File: config.mk
export PLATFORM = sky130hd
export DESIGN_NAME = quadrant_select_ctrl
export DESIGN_NICKNAME = d
export VERILOG_FILES = /design/src/rtl/pisa_kbd_pkg.sv /design/src/rtl/scancode_decoder.sv /design/src/rtl/quadrant_select_ctrl.sv
export SDC_FILE = /design/constraint.sdc
export NUM_CORES = 1
export LEC_CHECK = 0
export CORE_ASPECT_RATIO = 1.4
export CORE_MARGIN = 3
export CORE_UTILIZATION = 35
export CTS_BUF_LIST = sky130_fd_sc_hd__clkbuf_16
export DETAILED_ROUTE_END_ITERATION = 8
export MAX_ROUTING_LAYER = met4
export SETUP_SLACK_MARGIN = 0.2
export SYNTH_ARGS = -nofsm -noshare
export SYNTH_HDL_FRONTEND = slang
export SYNTH_SLANG_ARGS = --single-unit
File: constraint.sdc
create_clock -name clk -period 3.7 [get_ports clk]
set_input_delay 0.74 -clock clk [delete_from_list [all_inputs] [get_ports clk]]
set_output_delay 0.74 -clock clk [all_outputs]
set_load 0.01 [all_outputs]
File: src/rtl/pisa_kbd_pkg.sv
// Shared PS/2 set-2 scancode constants, controller state type and key-map helpers.
package pisa_kbd_pkg;

  // Prefix bytes
  localparam logic [7:0] SC_BRK   = 8'hF0;
  localparam logic [7:0] SC_EXT   = 8'hE0;

  // Command keys
  localparam logic [7:0] SC_ENTER = 8'h5A;
  localparam logic [7:0] SC_ESC   = 8'h76;

  // Hex digit keys
  localparam logic [7:0] SC_0 = 8'h45;
  localparam logic [7:0] SC_1 = 8'h16;
  localparam logic [7:0] SC_2 = 8'h1E;
  localparam logic [7:0] SC_3 = 8'h26;
  localparam logic [7:0] SC_4 = 8'h25;
  localparam logic [7:0] SC_5 = 8'h2E;
  localparam logic [7:0] SC_6 = 8'h36;
  localparam logic [7:0] SC_7 = 8'h3D;
  localparam logic [7:0] SC_8 = 8'h3E;
  localparam logic [7:0] SC_9 = 8'h46;
  localparam logic [7:0] SC_A = 8'h1C;
  localparam logic [7:0] SC_B = 8'h32;
  localparam logic [7:0] SC_C = 8'h21;
  localparam logic [7:0] SC_D = 8'h23;
  localparam logic [7:0] SC_E = 8'h24;
  localparam logic [7:0] SC_F = 8'h2B;

  typedef enum logic [1:0] {
    ST_IDLE  = 2'd0,
    ST_ARMED = 2'd1,
    ST_REQ   = 2'd2,
    ST_BUSY  = 2'd3
  } qsel_state_t;

  // Map a make code to {valid, hex index}.
  function automatic logic [4:0] sc_to_hex(input logic [7:0] sc);
    case (sc)
      SC_0:    sc_to_hex = {1'b1, 4'h0};
      SC_1:    sc_to_hex = {1'b1, 4'h1};
      SC_2:    sc_to_hex = {1'b1, 4'h2};
      SC_3:    sc_to_hex = {1'b1, 4'h3};
      SC_4:    sc_to_hex = {1'b1, 4'h4};
      SC_5:    sc_to_hex = {1'b1, 4'h5};
      SC_6:    sc_to_hex = {1'b1, 4'h6};
      SC_7:    sc_to_hex = {1'b1, 4'h7};
      SC_8:    sc_to_hex = {1'b1, 4'h8};
      SC_9:    sc_to_hex = {1'b1, 4'h9};
      SC_A:    sc_to_hex = {1'b1, 4'hA};
      SC_B:    sc_to_hex = {1'b1, 4'hB};
      SC_C:    sc_to_hex = {1'b1, 4'hC};
      SC_D:    sc_to_hex = {1'b1, 4'hD};
      SC_E:    sc_to_hex = {1'b1, 4'hE};
      SC_F:    sc_to_hex = {1'b1, 4'hF};
      default: sc_to_hex = 5'd0;
    endcase
  endfunction

  // One-hot LED pattern for a quadrant index.
  function automatic logic [15:0] idx_to_onehot(input logic [3:0] idx);
    idx_to_onehot = 16'd1 << idx;
  endfunction

endpackage

File: src/rtl/scancode_decoder.sv
// Tracks F0/E0 prefixes and turns completed make codes into one-cycle key strobes.
module scancode_decoder
  import pisa_kbd_pkg::*;
(
  input  logic       clk,
  input  logic       rst_n,
  input  logic       scan_valid,
  input  logic [7:0] scan_byte,
  output logic       key_make,
  output logic       key_hex_valid,
  output logic [3:0] key_idx,
  output logic       key_enter,
  output logic       key_esc
);

  logic       brk;
  logic       ext;
  logic       is_code;
  logic       act;
  logic [4:0] hex;

  // Decode the current byte against the prefix flags; strobes are valid in the scan_valid cycle.
  always_comb begin
    // NOTE: every signal gets a default before any branch so no latch is inferred.
    is_code       = scan_valid && (scan_byte != SC_BRK) && (scan_byte != SC_EXT);
    hex           = sc_to_hex(scan_byte);
    // Releases are ignored; extended codes only matter for keypad Enter.
    act           = is_code && !brk && (!ext || (scan_byte == SC_ENTER));
    key_hex_valid = act && hex[4];
    key_idx       = hex[3:0];
    key_enter     = act && (scan_byte == SC_ENTER);
    key_esc       = act && (scan_byte == SC_ESC);
    key_make      = key_hex_valid || key_enter || key_esc;
  end

  // Prefix flags: set by F0/E0, cleared once any other byte consumes them.
  always_ff @(posedge clk) begin
    // NOTE: sequential state uses non-blocking assignments so all registers update together.
    if (!rst_n) begin
      brk <= 1'b0;
      ext <= 1'b0;
    end else if (scan_valid) begin
      if (scan_byte == SC_BRK) begin
        brk <= 1'b1;
      end else if (scan_byte == SC_EXT) begin
        ext <= 1'b1;
      end else begin
        brk <= 1'b0;
        ext <= 1'b0;
      end
    end
  end

endmodule

File: src/rtl/quadrant_select_ctrl.sv
// Keyboard quadrant selector: pending/confirmed quadrant tracking and engine req/ack/done sequencing.
module quadrant_select_ctrl
  import pisa_kbd_pkg::*;
#(
  parameter int ACK_TIMEOUT = 1_000_000
) (
  input  logic        clk,
  input  logic        rst_n,
  input  logic        scan_valid,
  input  logic [7:0]  scan_byte,
  output logic        proc_req,
  input  logic        proc_ack,
  input  logic        proc_done,
  output logic [15:0] quad_led,
  output logic [15:0] quad_confirm,
  output logic [7:0]  quad_value,
  output logic        busy,
  output logic        ack_err,
  output logic [7:0]  drop_cnt
);

  localparam int TW = (ACK_TIMEOUT > 1) ? $clog2(ACK_TIMEOUT) : 1;

  logic        key_make;
  logic        key_hex_valid;
  logic [3:0]  key_idx;
  logic        key_enter;
  logic        key_esc;

  qsel_state_t state_q, state_d;
  logic [3:0]  pend_q, pend_d;
  logic [TW-1:0] timer_q, timer_d;
  logic [15:0] led_d;
  logic [15:0] confirm_d;
  logic [7:0]  value_d;
  logic        err_d;
  logic [7:0]  drop_d;

  scancode_decoder u_dec (
    .clk           (clk),
    .rst_n         (rst_n),
    .scan_valid    (scan_valid),
    .scan_byte     (scan_byte),
    .key_make      (key_make),
    .key_hex_valid (key_hex_valid),
    .key_idx       (key_idx),
    .key_enter     (key_enter),
    .key_esc       (key_esc)
  );

  // Next-state and next-output logic for the selection/handshake FSM.
  always_comb begin
    state_d   = state_q;
    pend_d    = pend_q;
    timer_d   = timer_q;
    led_d     = quad_led;
    confirm_d = quad_confirm;
    value_d   = quad_value;
    err_d     = ack_err;
    drop_d    = drop_cnt;

    // Keys arriving while the engine owns the selection are counted, not acted on.
    if ((state_q == ST_REQ || state_q == ST_BUSY) && key_make && (drop_cnt != 8'hFF)) begin
      drop_d = drop_cnt + 8'd1;
    end

    case (state_q)
      ST_IDLE: begin
        if (key_hex_valid) begin
          pend_d  = key_idx;
          led_d   = idx_to_onehot(key_idx);
          state_d = ST_ARMED;
        end
      end
      ST_ARMED: begin
        if (key_hex_valid) begin
          pend_d = key_idx;
          led_d  = idx_to_onehot(key_idx);
        end else if (key_esc) begin
          led_d   = 16'd0;
          err_d   = 1'b0;
          state_d = ST_IDLE;
        end else if (key_enter) begin
          confirm_d = idx_to_onehot(pend_q);
          value_d   = {4'd0, pend_q};
          led_d     = 16'd0;
          timer_d   = '0;
          state_d   = ST_REQ;
        end
      end
      ST_REQ: begin
        // Ack takes priority over a coincident timeout.
        if (proc_ack) begin
          state_d = ST_BUSY;
        end else if (timer_q == TW'(ACK_TIMEOUT - 1)) begin
          err_d   = 1'b1;
          pend_d  = quad_value[3:0];
          led_d   = idx_to_onehot(quad_value[3:0]);
          state_d = ST_ARMED;
        end else begin
          timer_d = timer_q + 1'b1;
        end
      end
      ST_BUSY: begin
        if (proc_done) begin
          state_d = ST_IDLE;
        end
      end
      default: state_d = ST_IDLE;
    endcase
  end

  // State and registered outputs; proc_req/busy are decoded from the next state so they change with it.
  always_ff @(posedge clk) begin
    if (!rst_n) begin
      state_q      <= ST_IDLE;
      pend_q       <= 4'd0;
      timer_q      <= '0;
      proc_req     <= 1'b0;
      busy         <= 1'b0;
      quad_led     <= 16'd0;
      quad_confirm <= 16'd0;
      quad_value   <= 8'd0;
      ack_err      <= 1'b0;
      drop_cnt     <= 8'd0;
    end else begin
      state_q      <= state_d;
      pend_q       <= pend_d;
      timer_q      <= timer_d;
      proc_req     <= (state_d == ST_REQ);
      busy         <= (state_d == ST_REQ) || (state_d == ST_BUSY);
      quad_led     <= led_d;
      quad_confirm <= confirm_d;
      quad_value   <= value_d;
      ack_err      <= err_d;
      drop_cnt     <= drop_d;
    end
  end

endmodule
==> flow_summary.yaml, run 1 <==
die:
  rows: 46
  initial_core_util_pct: 36.6
  coreArea_um2: 11600
  die_w_um: 99.0
  dieArea_um2: 13500
  die_height_um: 136
  io_pins: 64
global_routing:
  first_global_vias: 3759
  grt_pass1_wl_um: 18200
  grt_max_degree: 37
  grt_overflow_total: 0
  antenna_found_initial: 0
  grtUsageTotal_pct: 17.0
place:
  globalplace.congestion: 0.852
  portBuffers: 59
  dp_cells: 706
  dpl.hpwl_um: 8080
clock_network:
  hold_buffers: 0
  clk_pin_slew_ps: 60
  htree_num_levels: 3
  cts_tree: "built"
  clockRootBuffer: "clkbuf_16"
  cts_buffers: 9
  cts.sinks: 75
  clock_path_buffers: 2
  post_cts_buffers: 0
  insertion_delay_ps: 330
  post_cts_resized: 0
worst_setup_path:
  crit_buf_inv: 2
  crit_path_cell_trace: "clkdlybuf4s50_1, nor2_1, or4b_1, a31oi_2, o31ai_4, buf_4, a21oi_2, and3_1, mux2i_1"
  critPathMaxFanout: 11
  worstPathRequired_ps: 3960
  path_class: "in2reg"
  cp.arrival_ps: 3360
  cp_slowest_stage_delay_ps: 690
  end_kind: "register"
  rrSetupSlack_ps: 1490
  path_delay_family: "simple AND/OR/NAND/NOR gates"
  critical_path.slowest_cell: "clkdlybuf4s50_1"
  start_kind: "primary input"
route:
  drt_iter0_markers: 147
  antenna_left: 0
  post_drt_wl_per_cell_um: 14.6
  vias: 3805
  first_pass_iters: 4
  wl_um: 10600
  post-route-drc-count: 0
  drt-vias-per-instance: 5.28
sta:
  worst_pin_slew_ps: 737
  slew_headroom_pct: 50.6
  hold_violations: 0
  rsz0062_at_grt: "false"
  finalMaxSlewViolations: 0
  finClkSkew_ps: 7.53
  finalSetupTns_ps: 0
  min_period_over_period_pct: 83.7
  max_freq_mhz: 323
  hold_ws_ps: 463
  finalSetupViolCount: 0
  period_needed_ps: 3100
pwr:
  leakage_nw: 1.78
  power.total_mw: 1.95
  peakVddDrop_v: 0.000180
  power.density_nw_per_um2: 372
worst_hold_path:
  hold_class: "reg2reg"
cells_and_area:
  insertedDiodeCount: 0
  post-route-util_pct: 45.3
  multiInputGateArea_um2: 2510
  syn2layout_area_growth_pct: 23.9
  drive_above_1_share_pct: 10.1
  seqCellArea_um2: 1500
  fin_nets: 594
  fillers: 1161
  final_cells: 721
yosys:
  yosys_warnings: 0
  ys.flop_type: "dfxtp_1"
  synth_commonest_cells: "dfxtp_1 (75), nor2_1 (71), nand2_1 (41)"
  synth-edff-count: 0
  synth.top_cell.area_share_pct: 35.5
  ys_seq_area_share_pct: 35.5
  async_flop_share_pct: 0
  yosysTopAreaCell: "dfxtp_1"
  synth_cell_type_count: 67
  yosys-top-cells-area: "dfxtp_1 (35%), nor2_1 (6.3%), a21oi_1 (4.3%)"
  synth_seq_cells: 75
  yosysMostFrequentCell: "dfxtp_1"
  synthesis.area_um2: 4240
  synth_cells: 519
  avgSynthCellArea_um2: 8.16
run:
  cap_violations: 0
status:
  status: "complete, no violations"
==> cells in the final DEF, fill, tap and decap left out, types with 9 or more instances in the layout <==
| cell type | count |
|---|---|
| clkbuf_16 | 9 |
| nor3_1 | 16 |
| nand4_1 | 11 |
| a21oi_1 | 36 |
| nand3_1 | 20 |
| nor2_1 | 71 |
| nor4_1 | 11 |
| mux2i_1 | 11 |
| clkdlybuf4s50_1 | 59 |
| xor2_1 | 13 |
| buf_4 | 19 |
| dfxtp_1 | 75 |
| inv_1 | 10 |
| nand2_1 | 41 |
| xnor2_1 | 10 |
| o21ai_1 | 12 |
| nand2b_1 | 17 |
==> through the flow <==
step / area [um2] / worst slack (ps)
floorplan: 4250 / 1100
global route: 5250 / 425
finish: 5250 / 602
detailed placement: 4990 / 278
CTS: 5250 / 622
global placement: 4990 / 268
==> power breakdown <==
group	internal [mW]	switching [mW]	leakage [nW]
logic	0.148	0.173	1.04
clock network	0.444	0.322	0.132
registers	0.841	0.0223	0.606
total	1.43	0.517	1.78
==> state kept, by name, summed over array words and instances (netlist names) <==
register,flops
quad_confirm,16
ack_err,1
pend_q,4
quad_led,16
proc_req,1
state_q,2
drop_cnt,8
busy,1
timer_q,20
u_dec.brk,1
quad_value,4
u_dec.ext,1
==> worst reg2reg max path, cell delays in order, from the launching register on <==
cell and delay [ps]:
dfxtp_1 400, inv_1 130, ha_1 310, nor2b_1 170
a31oi_2 100, a2111oi_4 550, nand3_1 150, or2_0 220
a21oi_1 130
==> final timing paths <==
kind         cells after the start    startpoint           to
max reg2reg                      8    state_q[1]  timer_q[10]
max                              9  scan_byte[1]  drop_cnt[3]
min reg2reg                      2     u_dec.brk    u_dec.brk
min                              2     u_dec.brk    u_dec.brk
==> metal layers <==
metal,part of all wire [%],track usage (%),routed length [um]
met5,0,-,0
met4,1.4,5.09,144
met3,4.0,3.54,425
met2,50,28.6,5230
met1,45,20.3,4750
==> logic make-up after synthesis <==
family | count (synthesis) | share of synthesized area (%)
adder cells (fa/ha/maj) | 8 | 2.36
AND/OR/NAND/NOR | 243 | 30.3
AO/OA/AOI/OAI | 107 | 18.5
XOR/XNOR | 23 | 4.76
multiplexers | 13 | 3.13
other | 1 | 0.0885
flip-flops | 75 | 35.5
buffers and inverters | 49 | 5.47
==> cell type report <==
class                      instances  area share [%]
clock inverter                     6           0.668
clock buffer                       9            4.29
sequential                        75            28.6
timing repair buffer              79            14.4
multi-input combinational        398            47.9
tap                              144            3.43
inverter                          10           0.715
Note: power is estimated with default switching activity, not from simulation.
==> run 2: changes to the inputs <==
==> constraint.sdc (replaced) <==
create_clock -name clk -period 2.6 [get_ports clk]
set_input_delay 0.52 -clock clk [delete_from_list [all_inputs] [get_ports clk]]
set_output_delay 0.52 -clock clk [all_outputs]
set_load 0.01 [all_outputs]
==> run 2 against run 1 <==
Net effect:
- clock power up 61%
- die area unchanged
- critical endpoint is now quad_led[5]
- sequential power up 43%
- combinational power up 100%
- hold slack better by 15 ps
- sequential share of layout area down 3.5 points
- critical path depth up 3
- global-route usage up 1.5 points
- cell count up 8.3%
- via count up 8.2%
- largest power group unchanged
==> flow_summary.yaml, run 2 (synthesis gave the netlist of run 1 again) <==
sta:
  finalMaxSlewViolations: 0
  finalSetupViolCount: 0
  hold_violations: 0
  period_needed_ps: 2310
  finClkSkew_ps: 6.69
  min_period_over_period_pct: 88.7
  rsz0062_at_grt: "false"
  finalSetupTns_ps: 0
  max_freq_mhz: 433
route:
  post_drt_wl_per_cell_um: 15.1
  post-route-drc-count: 0
  first_pass_iters: 4
  drt-vias-per-instance: 5.27
  antenna_left: 0
  wl_um: 11800
  vias: 4116
  drt_iter0_markers: 149
worst_setup_path:
  start_kind: "primary input"
  critical_path.slowest_cell: "o31ai_4"
  cp_slowest_stage_delay_ps: 380
  crit_buf_inv: 5
  r2r_cells: 8
  crit_path_cell_trace: "clkdlybuf4s15_1, buf_6, buf_6, and3b_2, a32oi_4, o221ai_4, o31ai_4, a211oi_4, buf_6, buf_12, o21a_1, a21oi_1"
  rrSetupSlack_ps: 460
  path_delay_family: "compound AO/OA/AOI/OAI gates"
  path_class: "in2reg"
  cp.arrival_ps: 2570
  reg2reg_from: "timer_q[9]"
  rr_endpoint: "quad_led[5]"
  critPathMaxFanout: 8
  path_common_cell: "buf_6"
  worstPathRequired_ps: 2860
  end_kind: "register"
global_routing:
  grt_pass1_wl_um: 19800
  grt_overflow_total: 0
  antenna_found_initial: 0
  grt_max_degree: 33
  first_global_vias: 4082
  grtUsageTotal_pct: 18.5
cells_and_area:
  largest_reg_flops: 20
  final_cells: 781
  fin_nets: 653
  insertedDiodeCount: 0
  drive_above_1_share_pct: 23.5
  final_common_cell: "dfxtp_1"
  final_cell_mix: "dfxtp_1 (75), buf_4 (67), nor2_1 (64)"
  reg_top3: "timer_q x20, quad_confirm x16, quad_led x16"
  top_register: "timer_q"
  syn2layout_area_growth_pct: 41.1
place:
  dpl.hpwl_um: 8520
  globalplace.congestion: 0.823
  portBuffers: 59
  dp_cells: 753
clock_network:
  hold_buffers: 0
  clk_pin_slew_ps: 60
  clockRootBuffer: "clkbuf_16"
  htree_num_levels: 3
  cts_buffers: 9
  cts_tree: "built"
  cts.sinks: 75
  insertion_delay_ps: 330
  clock_path_buffers: 2
worst_hold_path:
  hold_path_depth: 2
  min_to: "u_dec.brk"
  hold_class: "reg2reg"
  min_from: "u_dec.brk"
pwr:
  power.density_nw_per_um2: 522
  power.total_mw: 3.12
  leakage_nw: 2.16
  peakVddDrop_v: 0.000325
die:
  die_height_um: 136
  io_pins: 64
  dieArea_um2: 13500
  initial_core_util_pct: 36.6
  coreArea_um2: 11600
  die_w_um: 99.0
  rows: 46
run:
  cap_violations: 0
status:
  status: "complete, no violations"
-- run 2: cell count changes in the layout (fill, tap and decap cells not counted), sizes merged --
cell	change
buf	+59
bufinv	+1
clkbuf	+7
clkdlybuf4s15	+1
clkdlybuf4s50	-9
clkinv	-1
clkinvlp	+1
dlymetal6s2s	+1
-- run 2: tightest hold or removal path: stages (launching register included) --
cell and delay, ps:
dfxtp_1 320, a21oi_1 40, nor2_1 80
-- run 2: worst max-delay path by stage --
stage	slack (ps)	start	cells past startpoint	end
floorplan	220	scan_byte[1]	8	quad_led[0]
global placement	-360	scan_byte[0]	9	drop_cnt[6]
detailed placement	-420	scan_byte[0]	10	drop_cnt[3]
CTS	230	scan_byte[1]	12	quad_led[12]
global route	190	scan_byte[5]	11	quad_led[7]
finish	290	scan_byte[2]	12	quad_led[5]
-- run 2: where the power goes --
part           internal, mW  switching (mW)
registers              1.20          0.0381
clock network         0.739           0.494
logic                 0.343           0.309
total                  2.28           0.841
-- run 2: what timing repair did --
item | in CTS | in global routing
pin swaps | 10 | 14
buffers inserted | 7 | 2
gates cloned | 2 | 1
gates resized for setup | 33 | 38
setup endpoints to repair | 51 | 42
-- run 2: final cells by class --
cell class | instances | area, um2
fillers | 1106 | 5590
multi-input cells | 398 | 2690
flip-flops and latches | 75 | 1500
repair buffers | 138 | 1270
clock buffers | 9 | 225
well taps | 144 | 180
clock inverters | 7 | 67.6
inverters | 10 | 37.5
-- run 2: per-stage QoR --
step                hold WS (ps)  util [%]  worst slack, ps  instance area, um2
floorplan                    428         -              218                4250
global placement             450      46.4             -363                5360
detailed placement           461      46.4             -418                5360
CTS                          477      50.7              225                5870
global route                 518      51.6              193                5970
finish                       478      51.6              293                5970
-- run 2: layer usage --
layer	global-route usage, %	share of wire (%)	vias up
met5	-	0	-
met4	6.68	1.6	0
met3	2.82	2.9	15
met2	31.6	52	66
met1	21.9	44	1958
li1	-	-	2077
